`config.mk`:
```
export PLATFORM = sky130hd
export DESIGN_NAME = cpu_init_sequencer
export DESIGN_NICKNAME = d
export VERILOG_FILES = /design/src/rtl/cpu_init_sequencer_pkg.sv /design/src/rtl/cpu_init_sequencer_edge_detect.sv /design/src/rtl/cpu_init_sequencer.sv
export SDC_FILE = /design/constraint.sdc
export NUM_CORES = 1
export LEC_CHECK = 0
export ABC_AREA = 0
export CAP_MARGIN = 20
export CORE_MARGIN = 1.5
export CORE_UTILIZATION = 49
export DETAILED_ROUTE_END_ITERATION = 10
export PLACE_DENSITY = 0.87
export SLEW_MARGIN = 20
export SYNTH_ARGS = -nofsm -noshare
export SYNTH_HDL_FRONTEND = slang
export SYNTH_SLANG_ARGS = --single-unit
```
`constraint.sdc`:
```
create_clock -name clock -period 3.4 [get_ports clock]
set_input_delay 0.68 -clock clock [delete_from_list [all_inputs] [get_ports clock]]
set_output_delay 0.68 -clock clock [all_outputs]
set_load 0.01 [all_outputs]
```
`src/rtl/cpu_init_sequencer_pkg.sv`:
```
// Shared definitions for the CPU init sequencer: state encoding, default
// parameter values and the phase-counter width helper.
`default_nettype none

package cpu_init_sequencer_pkg;

  typedef enum logic [2:0] {
    S_RESET = 3'd0,
    S_HOLD  = 3'd1,
    S_RUN   = 3'd2,
    S_PAUSE = 3'd3,
    S_STEP  = 3'd4
  } state_t;

  localparam int         DEF_SW_WIDTH      = 8;
  localparam logic [7:0] DEF_INIT_SWITCHES = 8'h80;
  localparam int         DEF_RESET_CYCLES  = 1;
  localparam int         DEF_HOLD_CYCLES   = 2;

  // The counter must be able to hold the larger of the two phase lengths.
  function automatic int phase_width(input int reset_cycles, input int hold_cycles);
    int longest;
    longest = (reset_cycles > hold_cycles) ? reset_cycles : hold_cycles;
    return $clog2(longest + 1);
  endfunction

endpackage

`default_nettype wire

```
`src/rtl/cpu_init_sequencer_edge_detect.sv`:
```
// Rising-edge detector with a registered history bit; the pulse is valid in
// the same cycle the input is first seen high.
`default_nettype none

module edge_detect (
  input  logic clock,
  input  logic rst_n,
  input  logic din,
  output logic rise
);

  logic prev;

  always_ff @(posedge clock) begin
    if (!rst_n) begin
      prev <= 1'b0;
    end else begin
      prev <= din;
    end
  end

  assign rise = din & ~prev;

endmodule

`default_nettype wire

```
`src/rtl/cpu_init_sequencer.sv`:
```
// Drives a CPU's reset/stop buttons and switch bus through a power-on init
// sequence, then free-run or single-step operation with a step counter.
`default_nettype none

module cpu_init_sequencer
  import cpu_init_sequencer_pkg::*;
#(
  parameter int                  SW_WIDTH      = DEF_SW_WIDTH,
  parameter logic [SW_WIDTH-1:0] INIT_SWITCHES = SW_WIDTH'(DEF_INIT_SWITCHES),
  parameter int                  RESET_CYCLES  = DEF_RESET_CYCLES,
  parameter int                  HOLD_CYCLES   = DEF_HOLD_CYCLES
) (
  input  logic                clock,
  input  logic                resetButton,
  input  logic                reinit_req,
  input  logic                step_mode,
  input  logic                step_req,
  input  logic [SW_WIDTH-1:0] switches_in,
  output logic                cpu_reset_n,
  output logic                cpu_stop_n,
  output logic [SW_WIDTH-1:0] switches_out,
  output logic                done_init,
  output logic [15:0]         step_count
);

  localparam int            PW         = phase_width(RESET_CYCLES, HOLD_CYCLES);
  localparam logic [PW-1:0] RESET_LAST = PW'(RESET_CYCLES);
  localparam logic [PW-1:0] HOLD_LAST  = PW'(HOLD_CYCLES - 1);

  state_t              state, state_nx;
  logic [PW-1:0]       phase, phase_nx;
  logic                step_rise;
  logic                reset_n_nx, stop_n_nx, done_nx;
  logic [SW_WIDTH-1:0] switches_nx;
  logic [15:0]         count_nx;
  logic                cur_active, nx_active;

  edge_detect u_step_edge (
    .clock (clock),
    .rst_n (resetButton),
    .din   (step_req),
    .rise  (step_rise)
  );

  always_comb begin
    state_nx = state;
    phase_nx = phase;
    if (reinit_req) begin
      state_nx = S_RESET;
      phase_nx = '0;
    end else begin
      unique case (state)
        // RESET counts one extra edge so cpu_reset_n rises RESET_CYCLES
        // edges after the first edge sampled out of reset.
        S_RESET: begin
          if (phase == RESET_LAST) begin
            state_nx = S_HOLD;
            phase_nx = '0;
          end else begin
            phase_nx = phase + PW'(1);
          end
        end
        S_HOLD: begin
          if (phase == HOLD_LAST) begin
            state_nx = S_RUN;
            phase_nx = '0;
          end else begin
            phase_nx = phase + PW'(1);
          end
        end
        S_RUN: begin
          if (step_mode) state_nx = S_PAUSE;
        end
        S_PAUSE: begin
          if (!step_mode)     state_nx = S_RUN;
          else if (step_rise) state_nx = S_STEP;
        end
        S_STEP: begin
          state_nx = S_PAUSE;
        end
        default: begin
          state_nx = S_RESET;
          phase_nx = '0;
        end
      endcase
    end

    cur_active  = (state == S_RUN) || (state == S_PAUSE) || (state == S_STEP);
    nx_active   = (state_nx == S_RUN) || (state_nx == S_PAUSE) || (state_nx == S_STEP);
    reset_n_nx  = (state_nx != S_RESET);
    stop_n_nx   = (state_nx == S_RUN) || (state_nx == S_STEP);
    done_nx     = nx_active;
    // User switches pass through only once the CPU was already running.
    switches_nx = (cur_active && nx_active) ? switches_in : INIT_SWITCHES;
    count_nx    = (state == S_STEP) ? step_count + 16'd1 : step_count;
  end

  always_ff @(posedge clock) begin
    if (!resetButton) begin
      state        <= S_RESET;
      phase        <= '0;
      cpu_reset_n  <= 1'b0;
      cpu_stop_n   <= 1'b0;
      switches_out <= INIT_SWITCHES;
      done_init    <= 1'b0;
      step_count   <= 16'd0;
    end else begin
      state        <= state_nx;
      phase        <= phase_nx;
      cpu_reset_n  <= reset_n_nx;
      cpu_stop_n   <= stop_n_nx;
      switches_out <= switches_nx;
      done_init    <= done_nx;
      step_count   <= count_nx;
    end
  end

endmodule

`default_nettype wire

```
Word level (Yosys, flattened, before mapping)

Index checks and enable logic that the tools add are counted.
Widths: inputs -> output; s select.

Logic and storage cells: 42
Bits of input ports: 13
Bits in registers: 33

Reductions and logical operators: 12
Mux-type cells: 9
Add/subtract/negate cells: 2
Bitwise gates (word level): 3
Equal/unequal tests: 8

Operators with widths:

| cell                  | number |
|---|---|
| $mux 3                | 6 |
| $add 16x1->16 const B | 1 |
| $pmux 3 s5            | 1 |
| $eq 3x2->1 const B    | 4 |
| $eq 3x3->1 const B    | 2 |
| $logic_or 1x1->1      | 5 |
| $pmux 2 s2            | 1 |
| $reduce_or 2->1       | 2 |
| $eq 3x1->1 const B    | 1 |
| $logic_not 3->1       | 1 |
| $reduce_bool 3->1     | 1 |
| $reduce_or 3->1       | 1 |
| $add 2x1->2 const B   | 1 |
| $eq 2x1->1 const B    | 1 |
| $mux 2                | 1 |
| $not 1->1             | 2 |
| $reduce_and 2->1      | 1 |
| $and 1x1->1           | 1 |
| $logic_and 1x1->1     | 1 |

Logic depth before layout (Yosys ltp)

Depth in word-level cells: 11
Gate-level depth with buffers: 5
Mapped depth without buffers: 5

Hierarchy

A second synthesis with hierarchy kept.

Cells, all modules: 144
Area, all modules: 1340.0 um^2

Modules (own cells, without submodules):

| module             | cells an instance | area each (um^2) | times used |
|---|---|---|---|
| cpu_init_sequencer | 141               | 1300.0           | 1 |
| edge_detect        | 3                 | 40.0             | 1 |

Worst setup path before layout

OpenSTA, ideal clock, no wires.

Kind: reg2reg
From: register step_count[0]
To: register step_count[10]
Slack: 1867 ps
Stages on the path, launching flop included: 6
Clock period less this slack: 1533 ps
Data arrival time: 1461 ps
Cell sequence: dfxtp_1 -> ha_1 -> and4bb_2 -> nand4_2 -> or3_1 -> a21oi_1

Longest elaborated chain between the ends: 1

Ends and longest elaborated chain:

| what                   | line                      | source |
|---|---|---|
| from (decl)            | cpu_init_sequencer.sv:23  | `output logic [15:0] step_count` |
| from (signal assigned) | cpu_init_sequencer.sv:114 | `step_count <= count_nx;` |
| $add 16x1->16          | cpu_init_sequencer.sv:95  | `count_nx = (state == S_STEP) ? step_count + 16'd1 : step_count;` |

No other way between the ends.
A chain may end at the register's enable or synchronous reset.

==> impl_metrics.json <==
{
  "status": "completed",
  "drt_pre_antenna_iters": 4,
  "core-area_um2": 2520,
  "placed_cells": 204,
  "ys_seq_area_frac": 0.500,
  "powerDensity_nw_per_um2": 353,
  "grt_setup_unrepaired": "false",
  "synthFlopType": "dfxtp_1",
  "path_max_fanout": 17,
  "worstSetupPathType": "in2reg",
  "final_common_cell": "clkdlybuf4s50_1",
  "hold_violations": 0,
  "fp.dieW_um": 54.9,
  "drv_slew": 0,
  "synth_warnings": 0,
  "nFillCells": 203,
  "vdd_drop_max_mv": 0.347,
  "clk_pin_slew_ps": 100,
  "syn_nets": 152,
  "port-buffer-count": 39,
  "maxCapViolations": 0,
  "seq_area_um2": 661,
  "die-area_um2": 3010,
  "root_buffer": "clkbuf_4",
  "num_antenna_cells": 0,
  "slowest_stage": "nor2_1",
  "slew_headroom": 0.622,
  "cts_setup_buffers": 0,
  "setup_tns_ps": 0,
  "num_rows": 18,
  "crit_family": "buffers and inverters",
  "async_flop_share": 0,
  "routed_wl_mm": 2.92,
  "grt_pass1_wl_mm": 4.54,
  "hold_path.class": "reg2reg",
  "fin_skew_ps": 4.75,
  "crit_chain": "clkdlybuf4s50_1 -> clkinv_1 -> nor2_1 -> o21ai_0 -> o21ai_0",
  "cp-end-kind": "register",
  "gp_congestion": 0.823,
  "ys_ff_latch": 33,
  "slowest_delay_ps": 600,
  "finalSetupViolCount": 0,
  "synth_cells": 138,
  "crit_required_ps": 3650,
  "period_needed_ps": 2240,
  "antenna_found_initial": 0,
  "clock_path_buffers": 2,
  "area_delta_synth_final_pct": 34.1,
  "leakagePower_nw": 0.687,
  "final_cell_count_no_fill": 212,
  "die_y_um": 54.9,
  "grt_pass1_vias": 1118,
  "layout_common_cells": "39 x clkdlybuf4s50_1, 33 x dfxtp_1, 13 x a21oi_1",
  "start_kind": "input pin",
  "cts_hold_buf": 0,
  "wire_per_inst_um": 13.8,
  "ys_types": 35,
  "hold_slack_ps": 415,
  "grt_max_degree": 18,
  "syn_avg_cell_area_um2": 9.57,
  "drc": 0,
  "ant_nets": 0,
  "first_iter_violations": 10,
  "vias": 1181,
  "cts_tree": "built",
  "p_total_mw": 0.625,
  "cts-buffers-inserted": 5,
  "start_util": 0.523,
  "gr-total-overflow": 0,
  "grtUsageTotal": 0.213,
  "final_nets": 195,
  "hpwl_mm": 2.07,
  "cts.repair.resized": 0,
  "cp_num_buf_inv": 2,
  "cp.arrival_ps": 2490,
  "fin_crit_sh": 0.660,
  "vias_per_cell": 5.57,
  "fmax_mhz": 446,
  "ctsHtreeMaxLevel": 2,
  "drive_above_1_share": 0.0879,
  "cts_sinks": 33,
  "netlist_area_um2": 1320,
  "clock_latency_ps": 320,
  "worst_pin_slew_ps": 565,
  "fin_util": 0.702,
  "synth-edff-count": 0,
  "critPathMostFrequentCell": "o21ai_0",
  "multi_input_area_um2": 616,
  "io_pins": 40
}
-- layout make-up --
cell class,instances,share of cell area
flip-flops and latches,33,0.373
clock buffers,6,0.0233
clock inverters,2,0.00565
inverters,4,0.00848
well taps,30,0.0212
repair buffers,39,0.220
multi-input cells,98,0.348
-- power breakdown --
part | internal (mW) | switching (mW)
Sequential | 0.389 | 0.00232
Clock | 0.0788 | 0.126
Combinational | 0.0171 | 0.0117
Total | 0.484 | 0.141
-- metal layers --
| metal | part of all wire | routed length (µm) | vias up | GRT usage |
|---|---|---|---|---|
| met1 | 0.45 | 1320 | 553 | 0.251 |
| met5 | 0 | 0 | - | 0 |
| li1 | - | - | 584 | - |
| met2 | 0.48 | 1390 | 40 | 0.341 |
| met4 | 0.0099 | 29 | 0 | 0.102 |
| met3 | 0.061 | 178 | 4 | 0.0806 |
-- cells by family after synthesis --
kind of cell | count (synthesis) | share of synthesized area
adders and majority gates | 1 | 0.00948
DFF | 33 | 0.500
and+or+nand+nor | 62 | 0.296
xor gates and xnor gates | 7 | 0.0464
AOI/OAI and AO/OA | 28 | 0.115
buffers and inverters | 7 | 0.0332
-- state kept, by name (all words and copies together) (netlist names) --
register	cells
cpu_reset_n	1
step_count	16
u_step_edge.prev	1
switches_out	8
cpu_stop_n	1
done_init	1
phase	2
state	3
-- worst register-to-register path, delay by kind of cell (launching register included) --
family	cells	cell delay, ps
and+or+nand+nor	3	1070
DFF	1	480
AOI/OAI and AO/OA	1	170
-- per-stage QoR --
stage          setup slack, ps  instance area, µm²
6_report                  1160                1770
5_1_grt                    964                1770
4_1_cts                   1170                1770
3_5_place_dp               833                1720
3_3_place_gp               937                1720
2_1_floorplan             1870                1320
-- synthesized netlist by cell type (2+ instances only) --
| cell type | count | area, µm² |
|---|---|---|
| a21oi_1 | 13 | 65.1 |
| and3_1 | 8 | 50.1 |
| and4_2 | 2 | 20.0 |
| dfxtp_1 | 33 | 661 |
| inv_1 | 3 | 11.3 |
| nand2_1 | 6 | 22.5 |
| nand3_1 | 7 | 35.0 |
| nand3b_1 | 3 | 22.5 |
| nand4_1 | 2 | 12.5 |
| nor2_1 | 12 | 45.0 |
| nor3_1 | 2 | 10.0 |
| o211a_1 | 2 | 20.0 |
| o21ai_0 | 11 | 55.1 |
| or3_1 | 8 | 50.1 |
| xnor2_1 | 4 | 35.0 |
| xor2_1 | 3 | 26.3 |
-- worst paths after layout --
kind                     from            end  slack, ps  cells past startpoint
max               resetButton    cpu_reset_n       1160                      5
min          u_step_edge.prev       state[2]        420                      1
max reg2reg          state[2]  step_count[9]       1620                      4
min reg2reg  u_step_edge.prev       state[2]        420                      1
(Power assumes the default switching activity.)
